===== config.mk =====
export PLATFORM = sky130hd
export DESIGN_NAME = bin2bcd_seq
export DESIGN_NICKNAME = d
export VERILOG_FILES = /design/src/rtl/bin2bcd_seq.sv
export SDC_FILE = /design/constraint.sdc
export NUM_CORES = 1
export LEC_CHECK = 0
export ABC_CLOCK_PERIOD_IN_PS = 2100
export CORE_ASPECT_RATIO = 1.5
export CORE_UTILIZATION = 48
export DETAILED_ROUTE_END_ITERATION = 12
export DONT_BUFFER_PORTS = 1
export PLACE_DENSITY = 0.62
export SLEW_MARGIN = 20
export SYNTH_ARGS = -nofsm -noshare
export SYNTH_HDL_FRONTEND = slang
export SYNTH_SLANG_ARGS = --single-unit
export TNS_END_PERCENT = 30

===== constraint.sdc =====
create_clock -name clk -period 2.1 [get_ports clk]
set_input_delay 0.525 -clock clk [delete_from_list [all_inputs] [get_ports clk]]
set_output_delay 0.525 -clock clk [all_outputs]
set_load 0.05 [all_outputs]

===== src/rtl/bin2bcd_seq.sv =====
// bin2bcd_seq: sequential double-dabble converter.
// Converts a W-bit unsigned value into D packed BCD digits with one shift per
// clock. The handshake is start/busy/done. bcd and digit_en hold the last
// completed result, and only the DONE edge or a reset changes them.
module bin2bcd_seq #(
    parameter int unsigned W = 10,
    parameter int unsigned D = 4
) (
    input  logic             clk,
    input  logic             rst_n,
    input  logic             start,
    input  logic [W-1:0]     bin,
    output logic             busy,
    output logic             done,
    output logic [4*D-1:0]   bcd,
    output logic [D-1:0]     digit_en
);

    localparam int unsigned   CW       = $clog2(W + 1);
    localparam logic [CW-1:0] CNT_LOAD = CW'(W);
    localparam logic [CW-1:0] CNT_LAST = CW'(1);
    localparam logic [D-1:0]  EN_RESET = D'(1);

    typedef enum logic [1:0] {
        IDLE  = 2'd0,
        SHIFT = 2'd1,
        DONE  = 2'd2
    } state_t;

    state_t          state_q, state_d;
    logic [W-1:0]    shift_q, shift_d;
    logic [4*D-1:0]  scratch_q, scratch_d;
    logic [4*D-1:0]  scratch_adj;
    logic [CW-1:0]   cnt_q, cnt_d;
    logic [4*D-1:0]  bcd_q, bcd_d;
    logic [D-1:0]    en_q, en_d;
    logic            done_q, done_d;

    // A digit is shown if it or any more significant digit is non-zero.
    // The units digit is always shown, so the value 0 displays as "0".
    function automatic logic [D-1:0] lead_mask(input logic [4*D-1:0] v);
        logic [D-1:0] m;
        logic         seen;
        int unsigned  idx;
        m    = '0;
        seen = 1'b0;
        for (int unsigned i = 0; i < D; i++) begin
            idx    = D - 1 - i;
            seen   = seen | (v[4*idx +: 4] != 4'd0);
            m[idx] = seen;
        end
        m[0] = 1'b1;
        return m;
    endfunction

    // Add-3 correction: any scratch digit >= 5 gets +3, all digits in parallel.
    // The sum stays inside its own nibble.
    always_comb begin
        scratch_adj = scratch_q;
        for (int unsigned k = 0; k < D; k++) begin
            if (scratch_q[4*k +: 4] >= 4'd5) begin
                scratch_adj[4*k +: 4] = scratch_q[4*k +: 4] + 4'd3;
            end
        end
    end

    // FSM next-state logic and datapath updates.
    always_comb begin
        state_d   = state_q;
        shift_d   = shift_q;
        scratch_d = scratch_q;
        cnt_d     = cnt_q;
        bcd_d     = bcd_q;
        en_d      = en_q;
        done_d    = 1'b0;
        case (state_q)
            IDLE: begin
                if (start) begin
                    shift_d   = bin;
                    scratch_d = '0;
                    cnt_d     = CNT_LOAD;
                    state_d   = SHIFT;
                end
            end
            SHIFT: begin
                // The shift MSB enters the corrected scratch LSB. The shift LSB fills with 0.
                {scratch_d, shift_d} = {scratch_adj, shift_q} << 1;
                cnt_d = cnt_q - CNT_LAST;
                if (cnt_q == CNT_LAST) begin
                    state_d = DONE;
                end
            end
            DONE: begin
                bcd_d   = scratch_q;
                en_d    = lead_mask(scratch_q);
                done_d  = 1'b1;
                state_d = IDLE;
            end
            default: begin
                state_d = IDLE;
            end
        endcase
    end

    // State and datapath registers. Reset is synchronous and discards any in-flight conversion.
    always_ff @(posedge clk) begin
        if (!rst_n) begin
            state_q   <= IDLE;
            shift_q   <= '0;
            scratch_q <= '0;
            cnt_q     <= '0;
            bcd_q     <= '0;
            en_q      <= EN_RESET;
            done_q    <= 1'b0;
        end else begin
            state_q   <= state_d;
            shift_q   <= shift_d;
            scratch_q <= scratch_d;
            cnt_q     <= cnt_d;
            bcd_q     <= bcd_d;
            en_q      <= en_d;
            done_q    <= done_d;
        end
    end

    assign busy     = (state_q == SHIFT) || (state_q == DONE);
    assign done     = done_q;
    assign bcd      = bcd_q;
    assign digit_en = en_q;

endmodule

Word-level counts from Yosys, hierarchy flattened
Index checks and enable logic that the tools add are counted.

word-level totals
  register bits = 52
  latch bits = 0
  memory bits (writable) = 0
  memory bits (read-only) = 0
  input bits = 13
  output and inout port bits = 22
  logic and storage cells = 45
  memories kept = 0

cells by class
  add/sub/neg operators = 5
  multipliers = 0
  divide/modulo/power cells = 0
  $lt $le $gt $ge = 4
  eq/ne operators = 5
  shifts and indexed selects = 0
  muxes and demuxes = 14
  bitwise gates (word level) = 2
  reductions and logical operators = 8

operators with widths
  operator                                                               count
  16-bit one-hot mux with 2 select lines                                 1
  10-bit one-hot mux with 2 select lines                                 1
  4-bit by 3-bit >= comparator with 1-bit output, second input constant  4
  16-bit 2-to-1 mux                                                      1
  4-bit 2-to-1 mux                                                       4
  4-bit by 2-bit adder with 4-bit output, second input constant          3
  4-bit nonzero test                                                     3
  10-bit 2-to-1 mux                                                      1
  4-bit one-hot mux with 2 select lines                                  1
  4-bit by 1-bit equality test with 1-bit output, second input constant  1
  2-bit 2-to-1 mux                                                       2
  2-bit != test, second input constant                                   2
  2-bit one-hot mux with 2 select lines                                  1
  2-bit AND reduction                                                    2
  4-bit by 1-bit subtractor with 4-bit output, second input constant     1
  3-bit by 2-bit adder with 3-bit output, second input constant          1
  3-bit 2-to-1 mux                                                       1
  2-bit by 1-bit equality test with 1-bit output, second input constant  1
  2-bit equality test, second input constant                             1
  2-bit zero test                                                        1
  1-bit bitwise OR                                                       2
  2-bit nonzero test                                                     1
  1-bit logical OR                                                       1
  1-bit 2-to-1 mux                                                       1

Longest topological paths before layout
  depth after elaboration = 3
  mapped depth = 8
  mapped depth without buffers = 6

Least setup slack after synthesis
OpenSTA, ideal clock, no wires.

  kind = register -> register
  from = register state_q[0]
  to = register shift_q[4]
  library setup time = 0.116 ns
  arrival time = 1.415 ns
  required time = 1.984 ns
  slack = 0.569 ns
  stages on the path, launching flop included = 9
  buffers on the path = 2
  period minus slack after synthesis = 1.531 ns
  cells stage by stage = dfxtp_1 inv_1 ha_1 buf_2 and2b_1 nor2_2 buf_4 nand2_1 o211a_1

on the way
  cells in the longest elaborated chain, start to end = 3
  elaborated cells between the ends (all ways) = 6
  classes of those cells = eq/ne (2); mux (1); reduce/logical (3)

ends and longest elaborated chain
  element                                                                                   RTL line  source
  from (decl)                                                                               30        state_t state_q, state_d;
  from (signal assigned)                                                                    116       state_q <= state_d;
  2-bit by 1-bit equality test with 1-bit output / 2-bit zero test (equally long branches)  76        case (state_q)
  2-bit nonzero test (no line) / 2-bit != test (equally long branches)                      -
  2-bit AND reduction (no line)                                                             -
  to (signal assigned)                                                                      117       shift_q <= shift_d;
  to (decl)                                                                                 31        logic [W-1:0] shift_q, shift_d;

Several ways; a longest one is shown, not always the timed one.
A chain may end at the register's enable or synchronous reset.

Worst setup path in the final report
  from = register state_q[0]
  to = register scratch_q[4]

on the way
  cells in the longest elaborated chain, start to end = 3
  elaborated cells between the ends (all ways) = 6
  classes of those cells = eq/ne (2); mux (1); reduce/logical (3)

ends and longest elaborated chain
  element                                                                                   RTL line  source
  2-bit by 1-bit equality test with 1-bit output / 2-bit zero test (equally long branches)  76
  2-bit nonzero test (no line) / 2-bit != test (equally long branches)                      -
  2-bit AND reduction (no line)                                                             -
  to (signal assigned)                                                                      118       scratch_q <= scratch_d;
  to (decl)                                                                                 32        logic [4*D-1:0] scratch_q, scratch_d;

Several ways; a longest one is shown, not always the timed one.

==> out/qor.txt <==
Setup WS post-layout: 0.254 ns
First-pass GRT wire length: 7.31 mm
Die Y: 91.0 um
Initial antenna violation count: 0
Wire per inst: 12.6 um
Synth area leader: dfxtp_1
Area after DPL: 0.00255 mm2
CTS Hold Buffers Added: 0
Seq/Total Area, Yosys: 0.410
Largest net degree at the start of global routing: 48
Cells after Synth: 277
Ports: 35
Post_cts resized: 0
Crit Path Category: reg -> reg
Via count: 1788
CTS tree: built
Fin Clk Skew: 0.00796 ns
EDFF count, synth: 0
Ys Warns: 0
Grt ovf: 0
Routed wl met3: 116 um
Lkg Pwr: 0.986 nW
CTS H-tree depth: 2
CTS Sinks: 52
Vias/cell: 5.23
Max Fanout on Critical Path: 12
Crit start category: flip-flop
Worst min path class: in -> reg
Post-synth top area share: 0.410
Slew Viols, Final: 0
Max Clk Rate: 542 MHz
CP arrival: 2.02 ns
Syn Nets: 306
Die area: 0.00558 mm2
DRT iter0 DRCs: 28
Routed Wire Length: 4.30 mm
CP Capture Type: flip-flop
Area growth from synthesis to layout: 4.44%
CTS Buf Count: 5
Final worst path period share: 0.879
Post-synth ARST share: 0
Clock tree buffer depth: 2
GRT Util Overall: 0.167
Peak supply drop: 382 uV
Rows: 32
Initial core utilization: 0.495
Post-route ant nets: 0
Die Span X: 61.4 um
Finish-stage setup viols: 0
Tmin final: 1.85 ns
Worst-skew pair later-pin latency: 0.30 ns
Met1 Wirelength: 1.98 mm
Unique cell type count in the Yosys netlist: 38
Post-synth top flop: dfxtp_1
Synth Cell Area: 0.00254 mm2
Worst-margin pin slew: 0.521 ns
Max cap viols: 0
# DRC: 0
Nets: 302
FF+latch area: 0.00104 mm2
Yosys reg bits: 52
Rel. slew slack: 0.652
Post-route total power: 1.87 mW
DP Worst Slack: 0.228 ns
Hold_ws: 0.351 ns
DP HPWL: 3.04 mm
Design area: 0.00265 mm2
Layout cell share with drive strength beyond 1: 0.0803
Vias in the first global route: 1647
Synth area leaders: dfxtp_1 41%, mux2i_1 8.3%, ha_1 7.9%
Mean Syn Cell Area: 9.16 um2
Commonest cells after routing, fill and taps aside: 52 x dfxtp_1, 25 x nand2_1, 21 x mux2i_1, 20 x nor2b_1, 19 x nor2_1
Drt pass-1 iters: 4
Top Metal Used: met4
FILL cells: 514
WL met2: 2.17 mm
Port Buffers: 0
Power density cells: 707 mW/mm2
CTS clk-pin slew, worst paths: 0.09 ns
Critical Path RT: 2.27 ns
RSZ-0062 raised after global routing: no
Root buffer cell: clkbuf_8
Core region area: 0.00512 mm2
Status: completed
TNS Setup: 0 ns
Ant diodes: 0
Most common cell after layout, fill and taps aside: dfxtp_1
Multi-input gate area: 0.00134 mm2
Postcts setup bufs: 0
Final hold violation count: 0
Routability cong.: 0.775
-- area by class of cell --
class | count | area share
Clock buffer | 7 | 0.0326
Clock inverter | 1 | 0.00283
Inverter | 15 | 0.0213
Multi-Input combinational cell | 195 | 0.507
Sequential cell | 52 | 0.393
Tap cell | 68 | 0.0321
Timing Repair Buffer | 4 | 0.0113
-- flip-flops by register name (all words and copies together) (netlist names) --
| name | flops |
|---|---|
| shift_q | 10 |
| cnt_q | 4 |
| scratch_q | 16 |
| state_q | 2 |
| done | 1 |
| digit_en | 3 |
| bcd | 16 |
-- power breakdown --
group	internal [mW]	total, mW	switching, mW	leakage (nW)
clock network	0.268	0.583	0.315	0.0445
logic	0.0967	0.232	0.135	0.519
registers	1.03	1.06	0.0309	0.422
total	1.39	1.87	0.481	0.986
-- logic make-up (layout without fill, tap and decap cells) --
logic type                 Yosys count  count (layout)  share of synthesized area
and+or+nand+nor                     88              88                      0.179
AOI/OAI and AO/OA                   59              59                      0.147
DFF                                 52              52                      0.410
buffers and inverters               30              27                     0.0602
muxes                               26              26                      0.106
adders and majority gates           16              16                     0.0789
xor gates and xnor gates             5               5                     0.0173
other                                1               1                    0.00148
-- path summary, 6_finish.rpt --
kind | start | to | slack [ns] | cells past startpoint
max | state_q[0] | scratch_q[4] | 0.25 | 6
min | rst_n | shift_q[2] | 0.35 | 1
max reg2reg | state_q[0] | scratch_q[4] | 0.25 | 6
min reg2reg | scratch_q[13] | scratch_q[13] | 0.47 | 2
-- routing by layer --
metal	track usage	vias to the layer above
met5	0	-
met4	0.0389	0
met3	0.0399	4
met2	0.293	25
met1	0.197	825
li1	-	934
-- worst max-delay path, cell delays in order (launching register included) --
cell      delay (ns)
dfxtp_1         0.32
inv_1           0.09
ha_1            0.44
nand2b_2        0.18
and2_1          0.20
nand2_1         0.35
o31ai_1         0.14
-- stage by stage --
stage / cells / utilization
floorplan: 277 / -
global placement: 334 / 0.499
detailed placement: 334 / 0.499
CTS: 342 / 0.517
global route: 342 / 0.517
finish: 342 / 0.517
-- cell usage after synthesis, types with 3 or more instances --
library cell and n:
nand2_1 25, inv_1 15, and2_1 3, buf_6 3
a21oi_1 14, a31oi_1 4, xnor2_1 4, o21ai_1 10
o21ai_2 4, o221ai_1 3, buf_4 3, o211a_1 6
dfxtp_1 52, ha_1 16, nand4_1 4, mux2_2 4
nor2b_1 20, o21ai_0 12, a22oi_1 3, nor2_1 19
mux2i_1 21, nand2b_1 7, nor3b_1 3, clkbuf_1 4
buf_2 5
No activity file was read; power rests on OpenSTA's default activity.
